==> src/rtl/display_mode_ctrl_pkg.sv <==
// Shared types and constants for the display mode sequencer: the mode
// enumeration, display-select and edit-field codes, and per-mode decode helpers.
package display_pkg;

  typedef enum logic [2:0] {
    MODE_CLOCK = 3'd0,
    MODE_TIMER = 3'd1,
    MODE_SW    = 3'd2,
    MODE_SET_H = 3'd3,
    MODE_SET_M = 3'd4,
    MODE_SET_S = 3'd5
  } mode_e;

  localparam logic [1:0] SEL_CLOCK = 2'b01;
  localparam logic [1:0] SEL_TIMER = 2'b10;
  localparam logic [1:0] SEL_SW    = 2'b11;

  localparam logic [1:0] FIELD_NONE    = 2'b00;
  localparam logic [1:0] FIELD_HOURS   = 2'b01;
  localparam logic [1:0] FIELD_MINUTES = 2'b10;
  localparam logic [1:0] FIELD_SECONDS = 2'b11;

  function automatic logic is_set(mode_e m);
    return (m == MODE_SET_H) || (m == MODE_SET_M) || (m == MODE_SET_S);
  endfunction

  // The SET states keep the clock view so the field being edited is visible.
  function automatic logic [1:0] sel_of(mode_e m);
    case (m)
      MODE_TIMER: return SEL_TIMER;
      MODE_SW:    return SEL_SW;
      default:    return SEL_CLOCK;
    endcase
  endfunction

  function automatic logic [1:0] field_of(mode_e m);
    case (m)
      MODE_SET_H: return FIELD_HOURS;
      MODE_SET_M: return FIELD_MINUTES;
      MODE_SET_S: return FIELD_SECONDS;
      default:    return FIELD_NONE;
    endcase
  endfunction

endpackage

==> src/rtl/display_mode_ctrl_if.sv <==
// Front-panel / display bundle of the mode sequencer. The slave side is the
// sequencer itself; the master side is whatever drives the buttons and tick.
interface display_mode_ctrl_if;
  logic       tick;
  logic       btn_mode;
  logic       btn_set;
  logic       btn_inc;
  logic       tmr_alert;
  logic [1:0] sel;
  logic [1:0] edit_field;
  logic       blink;
  logic       clk_hold;
  logic       inc_hours;
  logic       inc_minutes;
  logic       inc_seconds;

  modport master (
    output tick, btn_mode, btn_set, btn_inc, tmr_alert,
    input  sel, edit_field, blink, clk_hold, inc_hours, inc_minutes, inc_seconds
  );

  modport slave (
    input  tick, btn_mode, btn_set, btn_inc, tmr_alert,
    output sel, edit_field, blink, clk_hold, inc_hours, inc_minutes, inc_seconds
  );
endinterface

==> src/rtl/display_mode_ctrl_btn_debounce.sv <==
// Tick-based button debouncer: the accepted level follows the raw level after it
// has differed for DEBOUNCE_TICKS consecutive ticks; each accepted press gives one pulse.
module btn_debounce #(
  parameter int unsigned DEBOUNCE_TICKS = 20
) (
  input  logic clk,
  input  logic reset,
  input  logic tick,
  input  logic raw,
  output logic press
);
  localparam int CW = $clog2(DEBOUNCE_TICKS + 1);

  logic [CW-1:0] cnt_q, cnt_d;
  logic          acc_q, acc_d;
  logic          rose_q, rose_d;
  logic          press_q;

  // Count ticks of disagreement; a full run flips the accepted level.
  always_comb begin
    cnt_d  = cnt_q;
    acc_d  = acc_q;
    rose_d = 1'b0;
    if (raw == acc_q) begin
      cnt_d = CW'(0);
    end else if (tick) begin
      if (cnt_q == CW'(DEBOUNCE_TICKS - 1)) begin
        acc_d  = raw;
        cnt_d  = CW'(0);
        rose_d = raw;
      end else begin
        cnt_d = cnt_q + CW'(1);
      end
    end else begin
      cnt_d = cnt_q;
    end
  end

  // Debounce state and the press pulse one clock behind the accepted rise.
  always_ff @(posedge clk) begin
    if (reset) begin
      cnt_q   <= CW'(0);
      acc_q   <= 1'b0;
      rose_q  <= 1'b0;
      press_q <= 1'b0;
    end else begin
      cnt_q   <= cnt_d;
      acc_q   <= acc_d;
      rose_q  <= rose_d;
      press_q <= rose_q;
    end
  end

  assign press = press_q;
endmodule

==> src/rtl/display_mode_ctrl.sv <==
// Display mode sequencer: CLOCK/TIMER/STOPWATCH views plus the clock-set states.
// Optional idle auto-return to CLOCK is enabled by DISPLAY_MODE_AUTO_RETURN_EN.
module display_mode_ctrl
  import display_pkg::*;
#(
  parameter int unsigned DEBOUNCE_TICKS = 20,
  parameter int unsigned BLINK_TICKS    = 250
`ifdef DISPLAY_MODE_AUTO_RETURN_EN
  , parameter int unsigned IDLE_TICKS   = 10000
`endif
) (
  input  logic               clk,
  input  logic               reset,
  display_mode_ctrl_if.slave bus
);
  localparam int BW = $clog2(BLINK_TICKS + 1);

  mode_e         state_q, state_d;
  logic          pend_q, pend_d;
  logic [1:0]    sel_q, field_q;
  logic          hold_q, blink_q, blink_d;
  logic [BW-1:0] bcnt_q, bcnt_d;
  logic [2:0]    inc_q;
  logic          mode_press_s, set_press_s, inc_press_s;
  logic          inc_ok_s, in_set_s, idle_to_s;
  mode_e         exit_s;

  btn_debounce #(.DEBOUNCE_TICKS(DEBOUNCE_TICKS)) u_db_mode (
    .clk(clk), .reset(reset), .tick(bus.tick), .raw(bus.btn_mode), .press(mode_press_s));
  btn_debounce #(.DEBOUNCE_TICKS(DEBOUNCE_TICKS)) u_db_set (
    .clk(clk), .reset(reset), .tick(bus.tick), .raw(bus.btn_set), .press(set_press_s));
  btn_debounce #(.DEBOUNCE_TICKS(DEBOUNCE_TICKS)) u_db_inc (
    .clk(clk), .reset(reset), .tick(bus.tick), .raw(bus.btn_inc), .press(inc_press_s));

  assign in_set_s = is_set(state_q);
  // An alert that arrived while editing redirects the exit to the timer view.
  assign exit_s   = pend_q ? MODE_TIMER : MODE_CLOCK;

  // Next mode: alert, then mode, then set, then inc, then idle timeout.
  always_comb begin
    state_d  = state_q;
    pend_d   = pend_q;
    inc_ok_s = 1'b0;
    if (bus.tmr_alert) begin
      if (in_set_s) begin
        pend_d = 1'b1;
      end else begin
        state_d = MODE_TIMER;
      end
    end else if (mode_press_s) begin
      case (state_q)
        MODE_CLOCK: state_d = MODE_TIMER;
        MODE_TIMER: state_d = MODE_SW;
        MODE_SW:    state_d = MODE_CLOCK;
        default: begin
          state_d = exit_s;
          pend_d  = 1'b0;
        end
      endcase
    end else if (set_press_s) begin
      case (state_q)
        MODE_CLOCK: state_d = MODE_SET_H;
        MODE_SET_H: state_d = MODE_SET_M;
        MODE_SET_M: state_d = MODE_SET_S;
        MODE_SET_S: begin
          state_d = exit_s;
          pend_d  = 1'b0;
        end
        MODE_TIMER, MODE_SW: state_d = state_q;
        default:    state_d = MODE_CLOCK;
      endcase
    end else if (inc_press_s) begin
      inc_ok_s = in_set_s;
    end else if (idle_to_s) begin
      if (in_set_s) begin
        state_d = exit_s;
        pend_d  = 1'b0;
      end else begin
        state_d = MODE_CLOCK;
      end
    end else begin
      state_d = state_q;
    end
  end

  // Blink phase runs only while editing and restarts visible on any field change or increment.
  always_comb begin
    blink_d = 1'b0;
    bcnt_d  = BW'(0);
    if (is_set(state_d)) begin
      if ((state_d != state_q) || inc_ok_s) begin
        blink_d = 1'b1;
        bcnt_d  = BW'(0);
      end else if (bus.tick) begin
        if (bcnt_q == BW'(BLINK_TICKS - 1)) begin
          blink_d = ~blink_q;
          bcnt_d  = BW'(0);
        end else begin
          blink_d = blink_q;
          bcnt_d  = bcnt_q + BW'(1);
        end
      end else begin
        blink_d = blink_q;
        bcnt_d  = bcnt_q;
      end
    end else begin
      blink_d = 1'b0;
      bcnt_d  = BW'(0);
    end
  end

  // Mode register and display outputs, decoded from the next mode.
  always_ff @(posedge clk) begin
    if (reset) begin
      state_q <= MODE_CLOCK;
      pend_q  <= 1'b0;
      sel_q   <= SEL_CLOCK;
      field_q <= FIELD_NONE;
      hold_q  <= 1'b0;
      blink_q <= 1'b0;
      bcnt_q  <= BW'(0);
      inc_q   <= 3'b000;
    end else begin
      state_q <= state_d;
      pend_q  <= pend_d;
      sel_q   <= sel_of(state_d);
      field_q <= field_of(state_d);
      hold_q  <= is_set(state_d);
      blink_q <= blink_d;
      bcnt_q  <= bcnt_d;
      inc_q   <= {inc_ok_s && (state_q == MODE_SET_H),
                  inc_ok_s && (state_q == MODE_SET_M),
                  inc_ok_s && (state_q == MODE_SET_S)};
    end
  end

`ifdef DISPLAY_MODE_AUTO_RETURN_EN
  localparam int IW = $clog2(IDLE_TICKS + 1);

  logic [IW-1:0] idle_q, idle_d;

  assign idle_to_s = (idle_q >= IW'(IDLE_TICKS)) && (state_q != MODE_CLOCK);

  // Idle ticks outside CLOCK, saturating; any press or mode change clears it.
  always_comb begin
    idle_d = idle_q;
    if (mode_press_s || set_press_s || inc_press_s || (state_d != state_q)) begin
      idle_d = IW'(0);
    end else if (bus.tick && (state_q != MODE_CLOCK) && (idle_q < IW'(IDLE_TICKS))) begin
      idle_d = idle_q + IW'(1);
    end else begin
      idle_d = idle_q;
    end
  end

  // Idle counter register.
  always_ff @(posedge clk) begin
    if (reset) begin
      idle_q <= IW'(0);
    end else begin
      idle_q <= idle_d;
    end
  end
`else
  assign idle_to_s = 1'b0;
`endif

  assign bus.sel         = sel_q;
  assign bus.edit_field  = field_q;
  assign bus.blink       = blink_q;
  assign bus.clk_hold    = hold_q;
  assign bus.inc_hours   = inc_q[2];
  assign bus.inc_minutes = inc_q[1];
  assign bus.inc_seconds = inc_q[0];
endmodule

==> src/flat_wrapper.sv <==
// flat-port wrapper written by rule: the top's interface ports become plain ports
module display_mode_ctrl_flat import display_pkg::*;
#(
  parameter int unsigned DEBOUNCE_TICKS = 20,
  parameter int unsigned BLINK_TICKS    = 250

)
  (clk, reset, bus_tick, bus_btn_mode, bus_btn_set, bus_btn_inc, bus_tmr_alert, bus_sel, bus_edit_field, bus_blink, bus_clk_hold, bus_inc_hours, bus_inc_minutes, bus_inc_seconds);
  display_mode_ctrl_if bus_i ();
  input  logic clk;
  input  logic reset;
  input wire logic [$bits(bus_i.tick)-1:0] bus_tick;
  input wire logic [$bits(bus_i.btn_mode)-1:0] bus_btn_mode;
  input wire logic [$bits(bus_i.btn_set)-1:0] bus_btn_set;
  input wire logic [$bits(bus_i.btn_inc)-1:0] bus_btn_inc;
  input wire logic [$bits(bus_i.tmr_alert)-1:0] bus_tmr_alert;
  output wire logic [$bits(bus_i.sel)-1:0] bus_sel;
  output wire logic [$bits(bus_i.edit_field)-1:0] bus_edit_field;
  output wire logic [$bits(bus_i.blink)-1:0] bus_blink;
  output wire logic [$bits(bus_i.clk_hold)-1:0] bus_clk_hold;
  output wire logic [$bits(bus_i.inc_hours)-1:0] bus_inc_hours;
  output wire logic [$bits(bus_i.inc_minutes)-1:0] bus_inc_minutes;
  output wire logic [$bits(bus_i.inc_seconds)-1:0] bus_inc_seconds;
  assign bus_i.tick = bus_tick;
  assign bus_i.btn_mode = bus_btn_mode;
  assign bus_i.btn_set = bus_btn_set;
  assign bus_i.btn_inc = bus_btn_inc;
  assign bus_i.tmr_alert = bus_tmr_alert;
  assign bus_sel = bus_i.sel;
  assign bus_edit_field = bus_i.edit_field;
  assign bus_blink = bus_i.blink;
  assign bus_clk_hold = bus_i.clk_hold;
  assign bus_inc_hours = bus_i.inc_hours;
  assign bus_inc_minutes = bus_i.inc_minutes;
  assign bus_inc_seconds = bus_i.inc_seconds;
  display_mode_ctrl #(.DEBOUNCE_TICKS(DEBOUNCE_TICKS), .BLINK_TICKS(BLINK_TICKS)) u_core (.clk(clk), .reset(reset), .bus(bus_i));
endmodule
==> config.mk <==
export PLATFORM = sky130hd
export DESIGN_NAME = display_mode_ctrl_flat
export DESIGN_NICKNAME = d
export VERILOG_FILES = /design/src/rtl/display_mode_ctrl_pkg.sv /design/src/rtl/display_mode_ctrl_if.sv /design/src/rtl/display_mode_ctrl_btn_debounce.sv /design/src/rtl/display_mode_ctrl.sv /design/src/flat_wrapper.sv
export SDC_FILE = /design/constraint.sdc
export NUM_CORES = 1
export LEC_CHECK = 0
export CAP_MARGIN = 20
export CELL_PAD_IN_SITES_DETAIL_PLACEMENT = 1
export CELL_PAD_IN_SITES_GLOBAL_PLACEMENT = 1
export CORE_MARGIN = 10
export CORE_UTILIZATION = 38
export CTS_BUF_LIST = sky130_fd_sc_hd__clkbuf_8
export DETAILED_ROUTE_END_ITERATION = 8
export PLACE_DENSITY = 0.82
export SYNTH_ARGS = -nofsm -noshare
export SYNTH_HDL_FRONTEND = slang
export SYNTH_SLANG_ARGS = --single-unit
export TNS_END_PERCENT = 1
==> constraint.sdc <==
create_clock -name clk -period 1.6 [get_ports clk]
set_input_delay 0.24 -clock clk [delete_from_list [all_inputs] [get_ports clk]]
set_output_delay 0.24 -clock clk [all_outputs]
set_load 0.05 [all_outputs]
==> flow_summary.json, run 1 <==
{
  "fp.dieH_um": 99.72,
  "place_congestion": 0.8206,
  "wirelength_um": 7045,
  "dp_hpwl_um": 4420,
  "worst_slack_ns": -0.1848,
  "grt_pass1_vias": 2255,
  "cts_buffers": 5,
  "hold_path.class": "register to register",
  "crit_start": "u_core.state_q[1]",
  "yosys_warnings": 0,
  "grtUsageTotal_pct": 12.99,
  "synth_edf_count": 0,
  "cts_tree": "done",
  "violations": "setup timing",
  "first_pass_iters": 4,
  "die_area_um2": 9943,
  "final_layout_size_suffix_gt1_share_pct": 38.44,
  "setup_viol": 15,
  "cts_buffer_depth": 2,
  "synth_cell_types": 57,
  "root_buffer": "clkbuf_8",
  "ys.flop_type": "dfxtp_1",
  "hold_viol_final": 0,
  "cp_max_fo": 8,
  "syn_nets": 268,
  "powerDensity_nw_per_um2": 655.6,
  "final_nets": 332,
  "num_rows": 28,
  "antenna_found_initial": 0,
  "clock_sinks": 45,
  "rsz0062_at_grt": "yes",
  "worst_path_largest_cell_delay_ns": 0.37,
  "ys_async_sr_fraction_pct": 0,
  "hold_depth": 1,
  "placed_cell_area_um2": 2858,
  "whs_endpoint": "u_core.u_db_mode.press",
  "critPathRequiredTime_ns": 1.83,
  "fmax_mhz": 560.3,
  "postSynthAreaPerCell_um2": 9.433,
  "ant_nets": 0,
  "final_area_um2": 3228,
  "hold_start": "u_core.u_db_mode.rose_q",
  "grt_pass1_wl_um": 10650,
  "syn2layout_area_growth_pct": 33.68,
  "initial_core_util_pct": 39.84,
  "finalMaxSlewViolations": 0,
  "arrival_ns": 2.02,
  "p_leak_nw": 1.237,
  "fp.dieW_um": 99.72,
  "clk-insertion-delay-late_ns": 0.30,
  "synth_top_area_share_pct": 37.31,
  "crit-reg2reg-launch": "u_core.state_q[1]",
  "vdd_drop_max_mv": 0.5690,
  "syn-instance-count": 256,
  "h-tree-depth": 2,
  "period_minus_slack_ns": 1.785,
  "via_per_inst": 5.268,
  "start_kind": "register",
  "ys_seq_elements": 45,
  "drv_cap": 0,
  "r2r_end": "u_core.bcnt_q[7]",
  "cp_slowest_cell": "dfxtp_4",
  "period_share_pct": 111.5,
  "status": "complete, but fails checks",
  "grt_overflow_total": 0,
  "drc": 0,
  "portBuffers": 15,
  "max_slew_margin_pct": 71.49,
  "first_iter_violations": 79,
  "coreArea_um2": 6061,
  "diodes": 0,
  "reg2reg_slack_ns": -0.18,
  "tightest_slew_ns": 0.4277,
  "netlist_top_cells_area": "dfxtp_1 (37%), xor2_1 (4.4%), nor2_1 (4.2%)",
  "worstRegToRegCells": 8,
  "pin_count": 16,
  "ys_seq_area_share_pct": 37.31,
  "endpoint_kind": "register",
  "yosysMostFrequentCell": "dfxtp_1",
  "synth_top_cell_by_area": "dfxtp_1",
  "cp_cell_sequence": "buf_8 -> buf_4 -> nor3b_2 -> o21ai_1 -> a32oi_4 -> buf_6 -> nand4_1 -> a21oi_2",
  "vias": 2081,
  "finalClockSkew_ns": 0.006810,
  "critPathKind": "register to register",
  "synth_commonest_cells": "dfxtp_1 (45), nor2_1 (27), nand2_1 (19)",
  "routedWlPerCell_um": 17.84,
  "holdWs_ns": 0.4461,
  "grt_max_degree": 17,
  "clk_pin_slew_ns": 0.08,
  "netlist_area_um2": 2415
}
per-layer routing:
metal / GRT usage [%] / part of all wire [%] / vias up
met1: 14.56 / 42 / 1017
li1: - / - / 1019
met5: 0 / 0 / -
met2: 23.69 / 53 / 36
met4: 3.859 / 1.5 / 0
met3: 2.907 / 3.5 / 9
power by group:
part           internal, W  switching, W
combinational     0.000121      0.000137
sequential         0.00113     0.0000118
clock             0.000337      0.000383
total              0.00158      0.000532
through the flow:
stage	total power (W)	TNS (ns)	util, %	worst slack, ns	std cells
4_1_cts	0.002099	-0.8309	50.62	-0.1267	390
6_report	0.002116	-1.701	53.26	-0.1848	395
3_3_place_gp	0.001374	-5.995	47.15	-0.3382	380
5_1_grt	0.002204	-2.478	53.26	-0.2445	395
3_5_place_dp	0.001384	-8.106	47.15	-0.5449	380
2_1_floorplan	0.001309	0	-	0.004813	256
cell usage in the layout (no fill, tap or decap), drive strengths merged, types with 2 or more instances in the layout:
| cell type | netlist | routed |
|---|---|---|
| a2111oi | 2 | 2 |
| or3 | 2 | 2 |
| a31oi | 2 | 2 |
| nand3 | 4 | 4 |
| clkbuf | 5 | 6 |
| nor2 | 27 | 27 |
| nor4b | 2 | 2 |
| o31ai | 3 | 3 |
| dfxtp | 45 | 45 |
| o21ai | 13 | 13 |
| xor2 | 12 | 12 |
| inv | 7 | 7 |
| nand2b | 7 | 7 |
| a21oi | 18 | 18 |
| nand4 | 13 | 13 |
| mux2i | 4 | 4 |
| nor3b | 7 | 7 |
| buf | 7 | 63 |
| nor2b | 13 | 13 |
| and2b | 4 | 4 |
| xnor2 | 7 | 7 |
| clkdlybuf4s50 | 0 | 4 |
| or2 | 3 | 3 |
| nand2 | 21 | 21 |
| ha | 5 | 5 |
| nor3 | 5 | 5 |
sequential cells by signal (all words and copies together), names as in the netlist, 2 cells and up:
register                count
u_core.bus.edit_field       2
u_core.inc_q                3
u_core.u_db_inc.cnt_q       5
u_core.bcnt_q               8
u_core.u_db_set.cnt_q       5
u_core.u_db_mode.cnt_q      5
u_core.state_q              3
u_core.bus.sel              2
logic make-up after synthesis:
family                   synth area share, %
AND/OR/NAND/NOR                        26.37
AO/OA/AOI/OAI                          18.39
flip-flops                             37.31
XOR/XNOR                               6.891
buffers and inverters                  6.788
adder cells (fa/ha/maj)                2.591
multiplexers                           1.658
worst max-delay path by stage:
stage,endpoint,cells past startpoint,slack (ns)
3_5_place_dp,u_core.bcnt_q[0],6,-0.54
6_report,u_core.bcnt_q[7],8,-0.18
3_3_place_gp,u_core.bcnt_q[1],6,-0.34
4_1_cts,u_core.bcnt_q[0],6,-0.13
5_1_grt,u_core.bcnt_q[7],8,-0.24
2_1_floorplan,u_core.bcnt_q[0],7,0.005
critical path, delay by kind of cell (launching register included):
family	cells	cell delay, ns
and+or+nand+nor	2	0.30
AOI/OAI and AO/OA	3	0.57
buffers and inverters	3	0.46
DFF	1	0.37
area by class of cell:
cell class,count,area [um2]
multi-input combinational,192,1511
timing repair buffer,69,591.8
clock buffer,6,82.58
sequential,45,914.6
clock inverter,1,3.754
tap,75,93.84
fill,684,2833
inverter,7,30.03
repair_timing:
action | in CTS | in global routing
buffers inserted | 3 | 5
pin swaps | 13 | 17
resized for setup | 23 | 32
setup endpoints to repair | 16 | 17
hold buffers | 0 | 0
(Power assumes the default switching activity.)
==> run 2, diff against run 1 <==
Settings changed: PLACE_DENSITY 0.82 to 0.8.
Clock period 1.6 ns to 1.67 ns, I/O delays scaled along.
==> run 2 against run 1 <==
Compared with the run above:
- the flow still finishes with violations (setup timing)
- clock power rose by 14%
- combinational power fell by 3%
- cell area is 1.9% lower
- sequential power down 4%
- largest cell class unchanged
- non-clock buffer count is 1 lower
==> flow_summary.json, run 2 (synthesis results as in run 1) <==
{
  "tightest_slew_ns": 0.3513,
  "hold_path.class": "register to register",
  "endpoint": "u_core.bcnt_q[1]",
  "root_buffer": "clkbuf_8",
  "first_iter_violations": 71,
  "grt_pass1_wl_um": 10550,
  "finalClockSkew_ns": 0.01254,
  "finalMaxSlewViolations": 0,
  "final_layout_size_suffix_gt1_share_pct": 36.99,
  "instances_no_fill": 394,
  "first_pass_iters": 4,
  "initial_core_util_pct": 39.84,
  "endpoint_kind": "register",
  "drv_cap": 0,
  "p_leak_nw": 1.210,
  "die_area_um2": 9943,
  "vdd_drop_max_mv": 0.5267,
  "critPathKind": "register to register",
  "routedWlPerCell_um": 15.91,
  "fp.dieW_um": 99.72,
  "antenna_found_initial": 0,
  "worst_slack_ns": -0.04387,
  "grt_max_degree": 15,
  "via_per_inst": 5.327,
  "holdWs_ns": 0.4451,
  "diodes": 0,
  "placed_cell_area_um2": 2864,
  "timing.setup.tns_ns": -0.1672,
  "period_minus_slack_ns": 1.714,
  "fmax_mhz": 583.5,
  "final_nets": 331,
  "place_congestion": 0.8034,
  "clk_pin_slew_ns": 0.09,
  "largest_register_ffs": 8,
  "clk-insertion-delay-late_ns": 0.31,
  "clock_sinks": 45,
  "grt_overflow_total": 0,
  "r2r_end": "u_core.bcnt_q[1]",
  "grtUsageTotal_pct": 12.81,
  "final_area_um2": 3168,
  "cts_buffer_depth": 2,
  "multi_input_area_um2": 1470,
  "worstRegToRegCells": 5,
  "ant_nets": 0,
  "fillCellCount": 710,
  "reg2reg_slack_ns": -0.04,
  "portBuffers": 15,
  "grt_pass1_vias": 2224,
  "cts_tree": "done",
  "placedCellCount": 381,
  "drc": 0,
  "seqCellArea_um2": 914.6,
  "final_common_cell": "buf_4",
  "hold_viol_final": 0,
  "pin_count": 16,
  "status": "complete, but fails checks",
  "mostFrequentLayoutCells": "buf_4 (56), dfxtp_1 (40), nor2_1 (25)",
  "vias": 2099,
  "max_slew_margin_pct": 76.53,
  "syn2layout_area_growth_pct": 31.19,
  "crit_start": "u_core.state_q[0]",
  "cts_buffers": 5,
  "coreArea_um2": 6061,
  "wirelength_um": 6268,
  "arrival_ns": 1.93,
  "cp_max_fo": 6,
  "powerDensity_nw_per_um2": 683.0,
  "crit-reg2reg-launch": "u_core.state_q[0]",
  "setup_viol": 7,
  "regMostFlops": "u_core.bcnt_q",
  "critPathRequiredTime_ns": 1.88,
  "rsz0062_at_grt": "yes",
  "violations": "setup timing",
  "start_kind": "register",
  "period_share_pct": 102.6,
  "total_power_w": 0.002164,
  "num_rows": 28,
  "fp.dieH_um": 99.72,
  "dp_hpwl_um": 4500,
  "h-tree-depth": 2
}
[run 2: cell count changes in the layout (fill, tap and decap cells not counted), sizes merged]
cell / before / now
buf: 63 / 62
bufinv: 0 / 1
clkbuf: 6 / 5
clkdlybuf4s50: 4 / 5
clkinvlp: 1 / 0
dlymetal6s2s: 1 / 0
inv: 7 / 8
[run 2: worst min-delay path by stage]
| stage | start | endpoint | slack (ns) | depth (start not counted) |
|---|---|---|---|---|
| 2_1_floorplan | bus_btn_inc | u_core.u_db_inc.rose_q | 0.36 | 2 |
| 3_3_place_gp | u_core.u_db_inc.rose_q | u_core.u_db_inc.press | 0.42 | 1 |
| 3_5_place_dp | u_core.u_db_inc.rose_q | u_core.u_db_inc.press | 0.44 | 1 |
| 4_1_cts | u_core.u_db_set.rose_q | u_core.u_db_set.press | 0.45 | 1 |
| 5_1_grt | u_core.u_db_set.rose_q | u_core.u_db_set.press | 0.47 | 1 |
| 6_report | u_core.u_db_set.rose_q | u_core.u_db_set.press | 0.45 | 1 |
[run 2: through the flow]
stage	util, %	worst slack, ns
6_report	52.27	-0.04387
5_1_grt	52.27	-0.1016
4_1_cts	51.78	-0.001807
3_5_place_dp	47.25	-0.5036
3_3_place_gp	47.25	-0.4071
2_1_floorplan	-	0.05182
[run 2: final cells by class]
cell class	instances	share of cell area, %
Tap cell	75	2.962
Sequential cell	45	28.87
Timing Repair Buffer	68	17.54
Clock buffer	5	2.172
Multi-Input combinational cell	192	46.41
Inverter	7	0.8294
Clock inverter	2	1.224
[run 2: repair_timing]
action	in CTS	in global routing
resized for setup	31	9
hold buffers	0	0
setup buffers	7	0
pin swaps	13	4
endpoints found under the setup margin	15	12
[run 2: worst max-delay path, stage by stage, from the launching register on]
cell and delay (ns):
dfxtp_4 0.39, nor2b_4 0.15, a32o_2 0.28, o31ai_4 0.35, nand3_4 0.16, a2111oi_4 0.30
[run 2: per-layer routing]
layer  up-vias  track usage [%]  wire length (um)
met1      1038            13.88              2669
met4         0            3.859                53
met2        34            23.25              3302
met5         -                0                 0
li1       1019                -                 -
met3         8            3.806               243
[run 2: power by group]
| group | internal [W] | switching [W] | total [W] |
|---|---|---|---|
| Clock | 0.000443 | 0.000378 | 0.000821 |
| Sequential | 0.00108 | 0.0000128 | 0.00109 |
| Combinational | 0.000121 | 0.000129 | 0.000250 |
==> run 3, diff against run 2 <==
Settings changed: ABC_AREA set to 1, CTS_BUF_LIST sky130_fd_sc_hd__clkbuf_8 to sky130_fd_sc_hd__clkbuf_2, PLACE_DENSITY 0.8 to 0.84.
==> run 3 against run 2 <==
Compared with the run above:
- the flow now finishes without violations
- first-iteration DRC count decreased by 24%
- total power is 13% lower
- cell area shrank 14%
- register-to-register slack better by 0.09 ns
- cell count up 4.6%
- area after synthesis fell by 11%
- sequential share of layout area is 4.6 points higher
- utilization shrank 2.4 points
- combinational power decreased by 39%
- critical path depth grew 4
==> flow_summary.json, run 3 <==
{
  "fp.dieH_um": 95.04,
  "finalMaxSlewViolations": 0,
  "cts_buffers": 5,
  "hold_depth": 4,
  "p_clk_share_pct": 33.9,
  "period_minus_slack_ns": 1.626,
  "clk-insertion-delay-late_ns": 0.45,
  "hold_path.class": "primary input to register",
  "cts_buffer_depth": 2,
  "tightest_slew_ns": 0.3254,
  "grt_overflow_total": 0,
  "p_leak_nw": 1.098,
  "yosysMostFrequentCell": "nand2_1",
  "syn-instance-count": 291,
  "ys.flop_type": "dfxtp_1",
  "grt_pass1_vias": 2179,
  "synth_compound_area_share_pct": 7.953,
  "crit-reg2reg-launch": "u_core.state_q[0]",
  "pin_count": 16,
  "yosys_warnings": 0,
  "switching_share_pct": 25.21,
  "combPwrFrac_pct": 8.1,
  "drv_cap": 0,
  "final_util_pct": 49.86,
  "first_pass_iters": 4,
  "synth-adder-area-share_pct": 2.924,
  "pwr-share-seq_pct": 57.9,
  "crit_start": "u_core.state_q[0]",
  "h-tree-depth": 2,
  "critPathRequiredTime_ns": 2.07,
  "hold_viol_final": 0,
  "fp.dieW_um": 95.04,
  "fillCellCount": 713,
  "arrival_ns": 2.02,
  "clock_sinks": 45,
  "hold_start": "bus_tmr_alert",
  "portBuffers": 15,
  "p_int_w": 0.001409,
  "synth_edf_count": 0,
  "grtUsageTotal_pct": 12.97,
  "wirelength_um": 5831,
  "regMostFlops": "u_core.bcnt_q",
  "synth_cell_types": 26,
  "ys_seq_area_share_pct": 42.11,
  "place_congestion": 0.8222,
  "grt_max_degree": 15,
  "syn_nets": 303,
  "rsz0062_at_grt": "yes",
  "cts_tree": "done",
  "routedWlPerCell_um": 14.15,
  "finalClockSkew_ns": 0.02522,
  "final_layout_size_suffix_gt1_share_pct": 27.65,
  "final_nets": 351,
  "synth_top_family_by_area": "simple AND/OR/NAND/NOR gates",
  "syn2layout_area_growth_pct": 27.54,
  "postSynthAreaPerCell_um2": 7.352,
  "mostFrequentLayoutCells": "nand2_1 (47), dfxtp_1 (41), nor2_1 (39)",
  "die_area_um2": 9032,
  "clk_pin_slew_ns": 0.22,
  "netlist_top_cells_area": "dfxtp_1 (42%), nand2_1 (8.8%), nor2_1 (7.4%)",
  "powerDensity_nw_per_um2": 690.2,
  "first_iter_violations": 54,
  "ant_nets": 0,
  "drc": 0,
  "endpoint_kind": "register",
  "period_share_pct": 97.37,
  "diodes": 0,
  "synth_top_area_share_pct": 42.11,
  "root_buffer": "clkbuf_2",
  "p_sw_w": 0.0004749,
  "coreArea_um2": 5473,
  "via_per_inst": 4.971,
  "start_kind": "register",
  "critPathKind": "register to register",
  "fmax_mhz": 615.0,
  "max_slew_margin_pct": 78.27,
  "synth_commonest_cells": "nand2_1 (50), dfxtp_1 (45), nor2_1 (42)",
  "cts_hold_buf": 0,
  "vias": 2048,
  "synthSimpleGateAreaFrac_pct": 36.78,
  "initial_core_util_pct": 39.09,
  "num_rows": 27,
  "antenna_found_initial": 0,
  "synth-xor-area-share_pct": 2.047,
  "dp_hpwl_um": 4180,
  "worstRegToRegCells": 9,
  "cp_max_fo": 8,
  "vdd_drop_max_mv": 0.3532,
  "timing.setup.tns_ns": 0,
  "synth_top_cell_by_area": "dfxtp_1",
  "ys_seq_elements": 45,
  "status": "finished, final reports clean",
  "largest_register_ffs": 8,
  "grt_pass1_wl_um": 9453,
  "ys_async_sr_fraction_pct": 0,
  "netlist_area_um2": 2140,
  "setup_viol": 0,
  "final_common_cell": "nand2_1",
  "synth.mux.area_fraction_pct": 0
}
## run 3: cell count changes after synthesis, sizes merged, moves of 5 or more
cell / change
inv: +32
nor2: +27
xor2: -9
nand2b: -7
nand3: +26
nor2b: -13
nand2: +36
nor3: +6
xnor2: -5
nand4: -7
## run 3: layout make-up
type                            count  area (um2)  share of cell area, %
Clock buffer                        6       30.03                  1.100
Clock inverter                      2       38.79                  1.421
Inverter                           39       153.9                  5.640
Multi-Input combinational cell    202        1124                  41.17
Sequential cell                    45       913.4                  33.47
Tap cell                           72       90.09                  3.301
Timing Repair Buffer               46       379.1                  13.89
## run 3: per-stage QoR
step | setup slack, ns | hold WS [ns] | cell area [um2] | instances | total power, W
CTS | 0.05038 | 0.3884 | 2562 | 401 | 0.001889
detailed placement | -0.2878 | 0.4082 | 2491 | 393 | 0.001251
floorplan | 0.2700 | 0.3883 | 2140 | 291 | 0.001198
finish | 0.04396 | 0.4099 | 2729 | 412 | 0.001883
global route | -0.06835 | 0.3853 | 2729 | 412 | 0.001956
global placement | -0.1968 | 0.3894 | 2491 | 393 | 0.001247
## run 3: critical path, stage by stage, from the launching register on
cell	delay (ns)
dfxtp_4	0.42
buf_4	0.15
nand3_1	0.12
nand3_2	0.14
nand3_2	0.09
nand2_2	0.10
buf_4	0.17
o21ai_4	0.15
nand2_4	0.13
nor2_2	0.11
## run 3: worst paths after layout
path	end	slack [ns]
setup / recovery	u_core.bcnt_q[1]	0.04
hold / removal	u_core.pend_q	0.41
setup reg to reg	u_core.bcnt_q[1]	0.04
hold reg to reg	u_core.u_db_set.press	0.42
## run 3: logic make-up after synthesis
family                     Yosys count
AOI/OAI and AO/OA                   29
and+or+nand+nor                    163
DFF                                 45
xor gates and xnor gates             5
buffers and inverters               44
adders and majority gates            5
## run 3: what timing repair did
| item | 4_1_cts | 5_1_grt |
|---|---|---|
| pin swaps | 0 | 12 |
| setup endpoints to repair | 8 | 10 |
| buffers inserted | 0 | 11 |
| hold endpoints to repair | 0 | 0 |
| gates resized for setup | 2 | 26 |
## run 3: power by group through the flow
stage               Sequential, W  Combinational, W  Clock [W]
floorplan                 0.00112         0.0000752          0
global placement          0.00112          0.000131          0
detailed placement        0.00112          0.000135          0
CTS                       0.00110          0.000136   0.000657
global route              0.00109          0.000171   0.000691
finish                    0.00109          0.000153   0.000639
## run 3: per-layer routing
metal  global-route usage (%)  share of wire [%]  up-vias
met5                        0                  0        -
met4                    5.486                1.4        0
met3                    3.299                3.7        8
met2                    24.08                 53       38
met1                    13.55                 42      978
li1                         -                  -     1024
